$ cat src/rtl/fifo_rd_packer_pkg.sv
// fifo_rd_packer shared types and helpers.
// Holds the packer state enum, count-width and lane-offset functions.
package fifo_rd_packer_pkg;

    typedef enum logic {
        FILL = 1'b0,
        HOLD = 1'b1
    } state_e;

    // Width needed to hold a word count of 0..pack.
    function automatic int cnt_width(input int pack);
        return $clog2(pack + 1);
    endfunction

    // Low bit of a dsize-wide lane inside a packed beat.
    function automatic int lane_lo(input int lane, input int dsize);
        return lane * dsize;
    endfunction

endpackage

$ cat src/rtl/fifo_rd_packer_if.sv
// FIFO read port plus packed-beat stream bundle.
// master: environment side; slave: the packer (drives rinc and out_*).
interface fifo_rd_packer_if
    import fifo_rd_packer_pkg::*;
#(
    parameter int DSIZE = 8,
    parameter int PACK  = 4
);
    localparam int CW = cnt_width(PACK);

    logic                  rempty;
    logic [DSIZE-1:0]      rdata;
    logic                  rinc;
    logic                  flush;
    logic [DSIZE*PACK-1:0] out_data;
    logic [CW-1:0]         out_count;
    logic                  out_valid;
    logic                  out_ready;

    modport master (
        output rempty, rdata, flush, out_ready,
        input  rinc, out_data, out_count, out_valid
    );

    modport slave (
        input  rempty, rdata, flush, out_ready,
        output rinc, out_data, out_count, out_valid
    );

endinterface

$ cat src/rtl/fifo_rd_packer.sv
// Packs PACK consecutive FIFO words into one beat on a valid/ready stream.
// Ports: rclk, rrst (sync, active-high), bus (slave: FIFO pop side + beat out).
module fifo_rd_packer
    import fifo_rd_packer_pkg::*;
#(
    parameter int DSIZE = 8,
    parameter int PACK  = 4
)
(
    input  logic            rclk,
    input  logic            rrst,
    fifo_rd_packer_if.slave bus
);

    localparam int              CW     = cnt_width(PACK);
    localparam int              BW     = DSIZE * PACK;
    localparam logic [CW-1:0]   PACK_C = CW'(PACK);

    state_e          state_q, state_d;
    logic [CW-1:0]   cnt_q, cnt_d;
    logic [BW-1:0]   data_q, data_d;
    logic [CW-1:0]   count_q, count_d;
    logic            valid_q, valid_d;
    logic            pend_q, pend_d;

    logic            rinc;
    logic [CW-1:0]   cnt_nxt;
    logic            eff_flush;

    // Pop only when a word exists; in HOLD a pop needs a same-cycle
    // transfer so the new word lands in the freshly cleared lane 0.
    always_comb begin
        rinc = 1'b0;
        if (!rrst && !bus.rempty) begin
            rinc = (state_q == FILL) || bus.out_ready;
        end
    end

    assign bus.rinc      = rinc;
    assign bus.out_data  = data_q;
    assign bus.out_count = count_q;
    assign bus.out_valid = valid_q;

    always_comb begin
        state_d   = state_q;
        cnt_d     = cnt_q;
        data_d    = data_q;
        count_d   = count_q;
        valid_d   = valid_q;
        pend_d    = pend_q;
        cnt_nxt   = cnt_q;
        eff_flush = 1'b0;

        unique case (state_q)
            FILL: begin
                cnt_nxt   = cnt_q + CW'(rinc);
                eff_flush = bus.flush | pend_q;
                if (rinc) begin
                    data_d[lane_lo(int'(cnt_q), DSIZE) +: DSIZE] = bus.rdata;
                end
                cnt_d = cnt_nxt;
                if (cnt_nxt == PACK_C) begin
                    // A coinciding flush is absorbed by the full beat.
                    state_d = HOLD;
                    valid_d = 1'b1;
                    count_d = PACK_C;
                    pend_d  = 1'b0;
                end else if (eff_flush) begin
                    // Empty flushes are dropped, not emitted.
                    pend_d = 1'b0;
                    if (cnt_nxt != '0) begin
                        state_d = HOLD;
                        valid_d = 1'b1;
                        count_d = cnt_nxt;
                    end
                end
            end
            HOLD: begin
                if (bus.flush) begin
                    pend_d = 1'b1;
                end
                if (bus.out_ready) begin
                    state_d = FILL;
                    valid_d = 1'b0;
                    count_d = '0;
                    data_d  = '0;
                    cnt_d   = '0;
                    if (rinc) begin
                        data_d[DSIZE-1:0] = bus.rdata;
                        cnt_d             = CW'(1);
                    end
                end
            end
        endcase
    end

    always_ff @(posedge rclk) begin
        if (rrst) begin
            state_q <= FILL;
            cnt_q   <= '0;
            data_q  <= '0;
            count_q <= '0;
            valid_q <= 1'b0;
            pend_q  <= 1'b0;
        end else begin
            state_q <= state_d;
            cnt_q   <= cnt_d;
            data_q  <= data_d;
            count_q <= count_d;
            valid_q <= valid_d;
            pend_q  <= pend_d;
        end
    end

endmodule

$ cat src/flat_wrapper.sv
// flat-port wrapper written by rule: the top's interface ports become plain ports
module fifo_rd_packer_flat import fifo_rd_packer_pkg::*;
#(
    parameter int DSIZE = 8,
    parameter int PACK  = 4
)
  (rclk, rrst, bus_rempty, bus_rdata, bus_flush, bus_out_ready, bus_rinc, bus_out_data, bus_out_count, bus_out_valid);
  fifo_rd_packer_if #(.DSIZE(DSIZE), .PACK(PACK)) bus_i ();
  input  logic rclk;
  input  logic rrst;
  input wire logic [$bits(bus_i.rempty)-1:0] bus_rempty;
  input wire logic [$bits(bus_i.rdata)-1:0] bus_rdata;
  input wire logic [$bits(bus_i.flush)-1:0] bus_flush;
  input wire logic [$bits(bus_i.out_ready)-1:0] bus_out_ready;
  output wire logic [$bits(bus_i.rinc)-1:0] bus_rinc;
  output wire logic [$bits(bus_i.out_data)-1:0] bus_out_data;
  output wire logic [$bits(bus_i.out_count)-1:0] bus_out_count;
  output wire logic [$bits(bus_i.out_valid)-1:0] bus_out_valid;
  assign bus_i.rempty = bus_rempty;
  assign bus_i.rdata = bus_rdata;
  assign bus_i.flush = bus_flush;
  assign bus_i.out_ready = bus_out_ready;
  assign bus_rinc = bus_i.rinc;
  assign bus_out_data = bus_i.out_data;
  assign bus_out_count = bus_i.out_count;
  assign bus_out_valid = bus_i.out_valid;
  fifo_rd_packer #(.DSIZE(DSIZE), .PACK(PACK)) u_core (.rclk(rclk), .rrst(rrst), .bus(bus_i));
endmodule
$ cat config.mk
export PLATFORM = sky130hd
export DESIGN_NAME = fifo_rd_packer_flat
export DESIGN_NICKNAME = d
export VERILOG_FILES = /design/src/rtl/fifo_rd_packer_pkg.sv /design/src/rtl/fifo_rd_packer_if.sv /design/src/rtl/fifo_rd_packer.sv /design/src/flat_wrapper.sv
export SDC_FILE = /design/constraint.sdc
export NUM_CORES = 1
export LEC_CHECK = 0
export ABC_CLOCK_PERIOD_IN_PS = 2100
export CORE_MARGIN = 10
export CORE_UTILIZATION = 43
export DETAILED_ROUTE_END_ITERATION = 10
export PLACE_DENSITY_LB_ADDON = 0.1
export RECOVER_POWER = 100
export SYNTH_ARGS = -nofsm -noshare
export SYNTH_HDL_FRONTEND = slang
export SYNTH_SLANG_ARGS = --single-unit
$ cat constraint.sdc
create_clock -name rclk -period 2.1 [get_ports rclk]
set_input_delay 0.42 -clock rclk [delete_from_list [all_inputs] [get_ports rclk]]
set_output_delay 0.42 -clock rclk [all_outputs]
set_load 0.02 [all_outputs]
[Yosys cells after proc, flatten, opt, wreduce, memory -nomap -nowiden]
Index checks and enable logic that the tools add are counted.
Cells by class
  add/subtract/negate cells: 2
  eq/ne operators: 6
  shift-type cells: 2
  muxes and demuxes: 28
  bitwise gates (word level): 2
  reductions and logical operators: 8
Operator list (number)
  $mux 32: 2
  $pmux 32 s2: 1
  $neg 6->33: 1
  $shift 8x33->32 const A: 1
  $shiftx 8x33->32: 1
  $bwmux 32: 1
  $mux 3: 5
  $mux 1: 13
  $pmux 3 s2: 2
  $mux 8: 1
  $ne 3x3->1 const B: 2
  $pmux 1 s2: 3
  $ne 2x2->1 const B: 2
  $reduce_and 2->1: 2
  $add 3x1->3: 1
  $eq 3x3->1 const B: 1
  $reduce_and 3->1: 1
  $reduce_bool 3->1: 1
  $logic_not 1->1: 2
  $ne 2x1->1 const B: 1
  $logic_and 1x1->1: 1
  $logic_or 1x1->1: 1
  $not 1->1: 1
  $or 1x1->1: 1
Word-level totals
  register bits: 41
  input bits: 13
  output and inout bits: 37

[Logic depth before layout (Yosys ltp)]
Gate-level depths: netlist of the first run.
  word-level depth: 9
  depth in mapped cells: 9

[Worst setup path before layout of the first run]
OpenSTA, ideal clock, no wires.
  path type: input -> register
  start point: input bus_out_ready
  end point: register u_core.valid_q, in the netlist u_core.bus.out_valid
  arrival time: 2.003 ns
  required time: 2.021 ns
  setup slack: 0.018 ns
  stages on the path: 9
  path buffers: 0
  path through: nand2b_2 > nand2_4 > inv_4 > ha_1 > ha_1 > o22a_1 > a21oi_1 > or2_2 > a211oi_2
On the way
  word-level cells in the longest chain between the ends: 6
RTL lines
  start: declaration: RTL line flat_wrapper.sv:14  | input wire logic [$bits(bus_i.out_ready)-1:0] bus_out_ready;
  $logic_or 1x1->1 (*): RTL line fifo_rd_packer.sv:35  | rinc = (state_q == FILL) || bus.out_ready;
  $mux 1 (*): RTL line fifo_rd_packer.sv:34  | if (!rrst && !bus.rempty) begin
  named net bus_rinc: RTL line flat_wrapper.sv:15  | output wire logic [$bits(bus_i.rinc)-1:0] bus_rinc;
  $add 3x1->3 (*): RTL line fifo_rd_packer.sv:56  | cnt_nxt = cnt_q + CW'(rinc);
  $eq 3x3->1 or $reduce_bool 3->1 (tied branches): RTL line fifo_rd_packer.sv:62, fifo_rd_packer.sv:71
  $ne 3x3->1 (no source line) or $mux 1 (tied branches)
  $reduce_and 3->1 (no source line) or $pmux 1 s2 (tied branches)
  end signal: assignment: RTL line fifo_rd_packer.sv:110  | valid_q <= valid_d;
  end: declaration: RTL line fifo_rd_packer.sv:23  | logic valid_q, valid_d;
The timed path passes the listed nets; every way through them passes the cells marked *.
A chain may end at the register's enable or synchronous reset.

[Final worst setup path of the first run]
  start point: input bus_out_ready
  end point: output bus_rinc
On the way
  word-level cells in the longest chain between the ends: 2
RTL lines (RTL line)
  $logic_or 1x1->1: fifo_rd_packer.sv:35
  $mux 1: fifo_rd_packer.sv:34
  end: declaration: flat_wrapper.sv:15
No other way between the ends.

==> impl_results.md, run 1 <==
- Leakage: 1.174 nW
- First-pass GRT wire length: 7969 um
- Synth Warn #: 0
- CTS tree: yes
- Post-synthesis mux area share: 0.1335
- Number of port buffers: 49
- Power per cell area: 685.2 nW/um2
- Largest cells by area after synthesis: dfxtp_1 (44%), mux2i_1 (13%), nand2b_1 (8.7%)
- DR WL/cell: 16.92 um
- Final WL: 5024 um
- Die Span Y: 86.02 um
- TritonCTS buffer count: 5
- Nets: 263
- Nature of the critical path endpoint: output pin
- Crit path cell chain: clkdlybuf4s50_1 -> nand2b_4 -> nand2_4 -> inv_4 -> buf_4 -> dlygate4sd2_1
- Worst Max-Slew Pin Slew: 0.5106 ns
- Largest net degree at the start of global routing: 38
- Worst VDD drop: 0.0003550 V
- DR vias/cell: 5.205
- Async set-or-reset flop fraction in the synthesized netlist: 0
- Largest family of logic cells by synthesized area: simple AND/OR/NAND/NOR gates
- Adder-cell share of the synthesized area: 0.02670
- Worst endpoint required time: 1.68 ns
- Die ar.: 7399 um2
- EDFF count, synth: 0
- Root Driver: clkbuf_8
- Fillers: 336
- Area share of xor/xnor cells in the synthesized design: 0.004673
- CP arrival: 1.63 ns
- Initial antenna violation count: 0
- Clk Latency, worst-skew pair: 0.29 ns
- Clock sinks: 41
- Post-Syn Nets: 205
- Core area: 4115 um2
- Die X: 86.02 um
- Yosys top cell area share: 0.4379
- Sum Neg Setup Slack: 0 ns
- Post-Syn Instances: 188
- Max_slew headroom: 0.6594
- Via Count: 1546
- CP Buf/Inv Count: 4
- Fin crit share: 0.9769
- Htree depth: 2
- Worst R2R Setup Slack: 0.14 ns
- Tmin final: 2.051 ns
- Initial DRC Count: 129
- Area Overhead vs Synth: 42.46%
- Antenna viol nets, final: 0
- Final Total Pwr: 1.829 mW
- Mapped cell area: 1874 um2
- Placer Congestion: 0.8491
- Max-slew violations: 0
- Number of max-cap violations: 0
- Startpoint type of the worst setup path: input port
- Largest area contributor in the synthesized netlist: dfxtp_1
- Flops & latches, synth: 41
- GRT Util Overall: 0.1326
- Clock Path Buffers: 2
- CP delay by family, top: buffers and inverters
- Final Skew: 0.007036 ns
- Setup CP Type: input port to output pin
- Antenna diodes: 0
- Crit Path Max Fanout: 3
- Hold Buf Count CTS: 0
- Crit-path max cell delay: 0.48 ns
- # rows: 23
- # DRC: 0
- HPWL after detailed placement: 3612 um
- Cell with the most instances after synthesis: dfxtp_1
- Worst hold path type: flop to flop
- Share of cells above drive strength 1: 0.1619
- Vias in the first global route: 1574
- Synth cell count leaders: dfxtp_1 (41), nand2_1 (26), nand2b_1 (26)
- FMAX: 0.4875 GHz
- Post-Syn Area per Cell: 9.970 um2
- Reg clk slew, reported paths: 0.07 ns
- Post-synthesis simple-gate area fraction: 0.2417
- Drt pass-1 iters: 5
- Top-Level Pins: 50
- Status: complete, no violations
- Synth Area in Compound Gates: 0.1195
- Register area share after synthesis: 0.4379
- Yosys cell types: 36
- Finished Core Util: 0.6488
- Crit-path slowest cell: clkdlybuf4s50_1
- Synth Flop Type: dfxtp_1
- Initial Util: 0.4555
- Gr ovfl total: 0
- Setup Viol. Count Final: 0
- Hold Vio Cnt, Final: 0
placed cells by master (no fill, tap or decap), types with 2 or more instances in the layout:
| cell | Yosys | layout |
|---|---|---|
| a21oi_1 | 7 | 6 |
| a22o_1 | 8 | 8 |
| buf_4 | 0 | 10 |
| clkbuf_8 | 0 | 5 |
| clkdlybuf4s50_1 | 0 | 10 |
| dfxtp_1 | 41 | 40 |
| dlygate4sd3_1 | 0 | 36 |
| dlymetal6s2s_1 | 0 | 2 |
| ha_4 | 0 | 3 |
| inv_1 | 4 | 4 |
| mux2i_1 | 25 | 25 |
| nand2_1 | 26 | 25 |
| nand2b_1 | 26 | 26 |
| nand3b_1 | 5 | 5 |
| nor2_1 | 7 | 6 |
| nor3b_1 | 2 | 2 |
| o211ai_1 | 2 | 2 |
layout make-up:
type / count / area (um2) / share of cell area
multi-input cells: 133 / 1064 / 0.3983
flip-flops and latches: 41 / 822.0 / 0.3079
repair buffers: 60 / 589.3 / 0.2207
clock buffers: 6 / 72.57 / 0.02718
well taps: 50 / 62.56 / 0.02343
clock inverters: 2 / 38.79 / 0.01453
inverters: 5 / 21.27 / 0.007966
where the power goes:
group	switching, mW	internal (mW)	total [mW]	leakage, nW
Sequential	0.0131	0.799	0.812	0.332
Clock	0.273	0.357	0.630	0.0554
Combinational	0.199	0.188	0.387	0.787
worst register-to-register path, stage by stage (launching register included):
cell	delay, ns
dfxtp_1	0.33
inv_1	0.09
ha_1	0.25
ha_4	0.26
nor4b_4	0.32
nand2_2	0.11
o21ai_4	0.18
buf_12	0.15
mux2i_1	0.20
flip-flops by register name, summed over array words and instances (netlist names):
register	cells
u_core.pend_q	1
u_core.cnt_q	3
u_core.state_q	1
u_core.bus.out_data	32
u_core.bus.out_valid	1
u_core.bus.out_count	3
path summary, 6_finish.rpt:
kind,depth (start not counted),startpoint,to
setup / recovery,6,bus_out_ready,bus_rinc
hold / removal,2,u_core.bus.out_valid$_SDFFE_PP0P_,u_core.bus.out_valid$_SDFFE_PP0P_
hold reg to reg,2,u_core.bus.out_valid$_SDFFE_PP0P_,u_core.bus.out_valid$_SDFFE_PP0P_
setup reg to reg,8,u_core.cnt_q[0]$_SDFFE_PP0P_,u_core.bus.out_data[5]$_SDFFE_PP0P_
stage by stage:
step / worst slack, ns / std cells / cell area [um2] / hold WS, ns
after global placement: -0.3967 / 286 / 2441 / 0.4558
after CTS: 0.009396 / 295 / 2594 / 0.4741
after global routing: -0.003823 / 297 / 2670 / 0.4891
final: 0.04851 / 297 / 2670 / 0.4689
after detailed placement: -0.4930 / 286 / 2441 / 0.4620
after floorplan: 0.01784 / 188 / 1874 / 0.4746
cells by family after synthesis:
| group | after synthesis |
|---|---|
| compound gates | 26 |
| xor+xnor | 1 |
| fa+ha+maj | 4 |
| buf+inv | 14 |
| flops | 41 |
| mux | 25 |
| simple gates | 77 |
metal layers:
metal,vias up,wire (um),GRT usage
met5,-,0,0
met4,0,46,0.04042
met3,7,381,0.05203
met2,44,2346,0.2116
met1,740,2250,0.1595
li1,755,-,-
what timing repair did:
item                                    CTS  global route
endpoints found under the setup margin    6            30
resized for setup                         8            11
gates cloned                              0             0
buffers inserted                          1             2
pin swaps                                 1             8
(Power assumes the default switching activity.)
==> run 2, diff against run 1 <==
--- a/constraint.sdc
+++ b/constraint.sdc
@@ -3,2 +3,2 @@
 set_output_delay 0.42 -clock rclk [all_outputs]
-set_load 0.02 [all_outputs]
+set_load 0.005 [all_outputs]
==> run 2 against run 1 <==
Clock power decreased by 17%. Hold slack improved by 0.0030 ns. Register-to-register slack barely moved. Via count is 1.7% lower. Largest power group unchanged.
==> impl_results.md, run 2 (synthesis results as in run 1) <==
- Status: complete, no violations (unchanged)
- Final Total Pwr: 1.698 mW (was 1.829 mW)
- Clock sinks: 41 (unchanged)
- DR vias/cell: 5.080 (was 5.205)
- Gr ovfl total: 0 (unchanged)
- Htree depth: 2 (unchanged)
- Clock Path Buffers: 2 (unchanged)
- # DRC: 0 (unchanged)
- Setup Viol. Count Final: 0 (unchanged)
- Final setup margin: 0.07965 ns (was 0.04851 ns)
- Reg2Reg Depth: 8 (unchanged)
- Max_slew headroom: 0.6567 (was 0.6594)
- First-pass GRT wire length: 8183 um (was 7969 um)
- Worst endpoint required time: 2.26 ns (was 1.68 ns)
- Power per cell area: 637.1 nW/um2 (was 685.2 nW/um2)
- Final WL: 4979 um (was 5024 um)
- Place WS: -0.4821 ns (was -0.4930 ns)
- Die Span Y: 86.02 um (unchanged)
- Fin crit share: 0.9621 (was 0.9769)
- Fillers: 334 (was 336)
- Number of port buffers: 49 (unchanged)
- Placer Congestion: 0.8173 (was 0.8491)
- Nets: 266 (was 263)
- Reg clk slew, reported paths: 0.08 ns (was 0.07 ns)
- CP arrival: 2.18 ns (was 1.63 ns)
- Core area: 4115 um2 (unchanged)
- Design Area, Final: 2665 um2 (was 2670 um2)
- GRT Util Overall: 0.1365 (was 0.1326)
- Worst R2R Setup Slack: 0.14 ns (about the same)
- Vias in the first global route: 1638 (was 1574)
- Initial Util: 0.4555 (unchanged)
- Worst R2R End: u_core.bus.out_data[0]$_SDFFE_PP0P_ (was u_core.bus.out_data[5]$_SDFFE_PP0P_)
- Top-Level Pins: 50 (unchanged)
- Startpoint type of the worst setup path: input port (unchanged)
- Die X: 86.02 um (unchanged)
- Post-place instance area: 2449 um2 (was 2441 um2)
- Initial antenna violation count: 0 (unchanged)
- GR Util met1: 0.1638 (was 0.1595)
- Hold Vio Cnt, Final: 0 (unchanged)
- Storage cell area: 822.0 um2 (unchanged)
- Nature of the critical path endpoint: flop (was output pin)
- Die ar.: 7399 um2 (unchanged)
- Hold-critical path depth: 2 (unchanged)
- Final Skew: 0.004223 ns (was 0.007036 ns)
- Worst Max-Slew Pin Slew: 0.5146 ns (was 0.5106 ns)
- Share of cells above drive strength 1: 0.1727 (was 0.1619)
- CTS tree: yes (unchanged)
- Root Driver: clkbuf_8 (unchanged)
- Grt met3 use: 0.05298 (was 0.05203)
- Initial DRC Count: 69 (was 129)
- RSZ-0062 raised after global routing: false
- Max reg flops: 32 (unchanged)
- Hold Crit Endpoint: u_core.bus.out_data[2]$_SDFFE_PP0P_ (was u_core.bus.out_valid$_SDFFE_PP0P_)
- Met2 GRT Util: 0.2191 (was 0.2116)
- Largest net degree at the start of global routing: 38 (unchanged)
- Worst hold path type: flop to flop (unchanged)
- Tmin final: 2.020 ns (was 2.051 ns)
- Clk Latency, worst-skew pair: 0.29 ns (about the same)
- Area of the multi-input gates: 1079 um2 (was 1064 um2)
- HPWL after detailed placement: 3684 um (was 3612 um)
- Crit Path Max Fanout: 4 (was 3)
- TritonCTS buffer count: 5 (unchanged)
- Layer carrying the most global-route usage: met2 (unchanged)
- Number of max-cap violations: 0 (unchanged)
- Antenna viol nets, final: 0 (unchanged)
- Drt pass-1 iters: 4 (was 5)
- Via Count: 1519 (was 1546)
- Most frequent cells in the layout: dfxtp_1 (40), dlygate4sd3_1 (36), nand2b_1 (26) (unchanged)
- Leakage: 1.175 nW (was 1.174 nW)
- Antenna diodes: 0 (unchanged)
- Worst VDD drop: 0.0003588 V (was 0.0003550 V)
- Max-slew violations: 0 (unchanged)
- Setup CP Type: input port to flop (was input port to output pin)
- # rows: 23 (unchanged)
- DR WL/cell: 16.65 um (was 16.92 um)
- Area Overhead vs Synth: 42.19% (was 42.46%)
- FMAX: 0.4950 GHz (was 0.4875 GHz)
- RR Startpoint: u_core.cnt_q[0]$_SDFFE_PP0P_ (unchanged)
- Worst hold start: u_core.bus.out_data[2]$_SDFFE_PP0P_ (was u_core.bus.out_valid$_SDFFE_PP0P_)
- Most common cell after layout, fill and taps aside: dfxtp_1 (unchanged)
run 2: metal layers:
| metal | wire [um] | up-vias |
|---|---|---|
| li1 | - | 757 |
| met1 | 2252 | 709 |
| met4 | 53 | 0 |
| met5 | 0 | - |
| met2 | 2346 | 47 |
| met3 | 328 | 6 |
run 2: cell type report:
type | instances | area share
tap | 50 | 0.02347
sequential | 41 | 0.3085
timing repair buffer | 63 | 0.2239
clock buffer | 7 | 0.03239
multi-input combinational | 133 | 0.4047
inverter | 5 | 0.007042
run 2: repair_timing:
action / 4_1_cts / 5_1_grt
resized for setup: 9 / 12
endpoints found under the setup margin: 8 / 29
pin swaps: 3 / 5
hold buffers: 0 / 0
setup buffers: 4 / 1
run 2: stage by stage:
stage / utilization / hold slack, ns / setup TNS (ns) / std cells
2_1_floorplan: - / 0.4612 / 0 / 188
3_3_place_gp: 0.5950 / 0.4556 / -2.038 / 287
3_5_place_dp: 0.5950 / 0.4623 / -2.479 / 287
4_1_cts: 0.6315 / 0.4772 / 0 / 298
5_1_grt: 0.6476 / 0.4965 / 0 / 299
6_report: 0.6476 / 0.4719 / 0 / 299
run 2: worst max-delay path by stage:
stage	slack [ns]	cells after the start	end	start
global route	0.01	8	u_core.bus.out_data[0]$_SDFFE_PP0P_	u_core.cnt_q[0]$_SDFFE_PP0P_
floorplan	0.04	9	u_core.bus.out_valid$_SDFFE_PP0P_	bus_out_ready
finish	0.08	10	u_core.bus.out_valid$_SDFFE_PP0P_	bus_out_ready
CTS	0.05	8	u_core.bus.out_data[0]$_SDFFE_PP0P_	u_core.cnt_q[0]$_SDFFE_PP0P_
global placement	-0.40	10	u_core.bus.out_valid$_SDFFE_PP0P_	bus_out_ready
detailed placement	-0.48	10	u_core.bus.out_count[2]$_SDFFE_PP0P_	bus_out_ready
run 2: report_power, final:
group | internal, mW | switching, mW
clock | 0.261 | 0.259
sequential | 0.800 | 0.0134
combinational | 0.187 | 0.179
total | 1.25 | 0.451
run 2: worst max-delay path, cell delays in order:
cell and delay [ns]:
clkdlybuf4s50_1 0.42, nand2b_4 0.16, nand2_4 0.06, inv_2 0.05, ha_4 0.16, ha_4 0.24
o22a_1 0.24, a21oi_2 0.21, or2_4 0.18, a211oi_2 0.05
==> run 3, diff against run 2 <==
- CTS_CLUSTER_DIAMETER: unset -> 120
- GPL_ROUTABILITY_DRIVEN: unset -> 0
==> run 3 against run 2 <==
Total power down 3.4%. Non-clock buffer count down 2. Sequential share of layout area rose by 0.35 points. Register-to-register slack got worse by 0.02 ns. First-iteration DRC count up 84%. Hold slack improved by 0.0017 ns.
==> impl_results.md, run 3 (synthesis results as in run 1) <==
- Status: complete, no violations (unchanged)
- Die Span Y: 86.02 um (unchanged)
- Crit path cell chain: dlygate4sd2_1 -> nand2b_4 -> nand2_4 -> inv_4 -> clkbuf_1 -> dlygate4sd2_1 (was clkdlybuf4s50_1 -> nand2b_4 -> nand2_4 -> inv_2 -> ha_4 -> ha_4 -> o22a_1 -> a21oi_2 -> or2_4 -> a211oi_2)
- CP arrival: 1.58 ns (was 2.18 ns)
- Final WL: 5159 um (was 4979 um)
- Drt pass-1 iters: 4 (unchanged)
- Final setup margin: 0.09511 ns (was 0.07965 ns)
- Most frequent cells in the layout: dfxtp_1 (40), dlygate4sd3_1 (37), nand2b_1 (26) (was dfxtp_1 (40), dlygate4sd3_1 (36), nand2b_1 (26))
- Reg clk slew, reported paths: 0.07 ns (was 0.08 ns)
- Setup CP Type: input port to output pin (was input port to flop)
- Most common cell on crit path: dlygate4sd2_1 (was ha_4)
- DR vias/cell: 5.206 (was 5.080)
- Fin crit share: 0.9547 (was 0.9621)
- Tmin final: 2.005 ns (was 2.020 ns)
- Clk Latency, worst-skew pair: 0.29 ns (about the same)
- Hold-critical path depth: 2 (unchanged)
- Worst hold start: u_core.bus.out_valid$_SDFFE_PP0P_ (was u_core.bus.out_data[2]$_SDFFE_PP0P_)
- Share of cells above drive strength 1: 0.1545 (was 0.1727)
- Top-Level Pins: 50 (unchanged)
- Place WS: -0.5973 ns (was -0.4821 ns)
- Crit-path max cell delay: 0.33 ns (was 0.42 ns)
- Most common cell after layout, fill and taps aside: dfxtp_1 (unchanged)
- FMAX: 0.4988 GHz (was 0.4950 GHz)
- Gr ovfl total: 0 (unchanged)
- Nature of the critical path endpoint: output pin (was flop)
- Power per cell area: 622.7 nW/um2 (was 637.1 nW/um2)
- Clock Path Buffers: 2 (unchanged)
- CTS tree: yes (unchanged)
- Max_slew headroom: 0.6799 (was 0.6567)
- Startpoint type of the worst setup path: input port (unchanged)
- Hold Crit Endpoint: u_core.bus.out_valid$_SDFFE_PP0P_ (was u_core.bus.out_data[2]$_SDFFE_PP0P_)
- Worst Max-Slew Pin Slew: 0.4798 ns (was 0.5146 ns)
- Core area: 4115 um2 (unchanged)
- First-pass GRT wire length: 7941 um (was 8183 um)
- # DRC: 0 (unchanged)
- HPWL after detailed placement: 3687 um (was 3684 um)
- Nets: 264 (was 266)
- Worst hold path type: flop to flop (unchanged)
- Area Overhead vs Synth: 40.59% (was 42.19%)
- Htree depth: 2 (unchanged)
- GRT Util Overall: 0.1341 (was 0.1365)
- Initial antenna violation count: 0 (unchanged)
- Leakage: 1.167 nW (was 1.175 nW)
- Initial Util: 0.4555 (unchanged)
- Via Count: 1541 (was 1519)
- Max reg flops: 32 (unchanged)
- Die ar.: 7399 um2 (unchanged)
- Worst VDD drop: 0.0002513 V (was 0.0003588 V)
- TritonCTS buffer count: 5 (unchanged)
- Worst endpoint required time: 1.68 ns (was 2.26 ns)
- Final Skew: 0.005032 ns (was 0.004223 ns)
- Number of max-cap violations: 0 (unchanged)
- Initial DRC Count: 127 (was 69)
- Root Driver: clkbuf_8 (unchanged)
- Hold Vio Cnt, Final: 0 (unchanged)
- RR Startpoint: u_core.cnt_q[0]$_SDFFE_PP0P_ (unchanged)
- Max-slew violations: 0 (unchanged)
- Crit Path Max Fanout: 7 (was 4)
- Worst R2R End: u_core.bus.out_data[6]$_SDFFE_PP0P_ (was u_core.bus.out_data[0]$_SDFFE_PP0P_)
- # rows: 23 (unchanged)
- Reg2Reg Depth: 8 (unchanged)
- Final Total Pwr: 1.641 mW (was 1.698 mW)
- Die X: 86.02 um (unchanged)
- DR WL/cell: 17.43 um (was 16.65 um)
- Clock sinks: 41 (unchanged)
- Antenna viol nets, final: 0 (unchanged)
- Largest net degree at the start of global routing: 38 (unchanged)
- Vias in the first global route: 1578 (was 1638)
- Number of port buffers: 49 (unchanged)
- Setup Viol. Count Final: 0 (unchanged)
- Crit-path slowest cell: dlygate4sd2_1 (was clkdlybuf4s50_1)
- Antenna diodes: 0 (unchanged)
- Worst R2R Setup Slack: 0.12 ns (was 0.14 ns)
## run 3: worst max path at each step
stage	start	end	cells past startpoint
after floorplan	bus_out_ready	u_core.bus.out_valid$_SDFFE_PP0P_	9
after global placement	bus_out_ready	u_core.bus.out_valid$_SDFFE_PP0P_	10
after detailed placement	bus_out_ready	u_core.bus.out_count[2]$_SDFFE_PP0P_	10
after CTS	u_core.cnt_q[0]$_SDFFE_PP0P_	u_core.bus.out_data[3]$_SDFFE_PP0P_	7
after global routing	u_core.cnt_q[0]$_SDFFE_PP0P_	u_core.bus.out_data[22]$_SDFFE_PP0P_	7
final	bus_out_ready	bus_rinc	6
## run 3: worst max-delay path: cells and delay by family
kind                   cells  cell delay (ns)
buffers and inverters      4             0.92
AND/OR/NAND/NOR            2             0.24
## run 3: where the power goes
| part | internal, mW | switching [mW] | total [mW] |
|---|---|---|---|
| registers | 0.800 | 0.0136 | 0.813 |
| logic | 0.180 | 0.182 | 0.363 |
| clock network | 0.218 | 0.246 | 0.465 |
## run 3: stage by stage
stage          utilization  hold WS, ns   TNS, ns  cells  area (um2)
3_3_place_gp        0.5932       0.4555    -2.746    286        2441
4_1_cts             0.6215       0.4802         0    294        2557
6_report            0.6403       0.4737         0    296        2635
2_1_floorplan            -       0.4612         0    188        1874
5_1_grt             0.6403       0.4930  -0.01057    296        2635
3_5_place_dp        0.5932       0.4644    -3.871    286        2441
## run 3: layer usage
layer	vias to the layer above	track usage	part of all wire
met5	-	0	0
met4	0	0.03443	0.016
met3	9	0.07096	0.092
met2	52	0.2137	0.46
met1	723	0.1534	0.43
li1	757	-	-
## run 3: repair_timing
action                     4_1_cts  5_1_grt
hold buffers                     0        0
setup endpoints to repair        6       22
pin swaps                        2        7
gates resized for setup          8       10
setup buffers                    2        2
## run 3: area by class of cell
type / instances / area [um2]
multi-input cells: 133 / 1064
flip-flops and latches: 41 / 822.0
fillers: 352 / 1480
clock buffers: 5 / 68.82
clock inverters: 1 / 5.005
well taps: 50 / 62.56
inverters: 5 / 21.27
repair buffers: 61 / 591.8
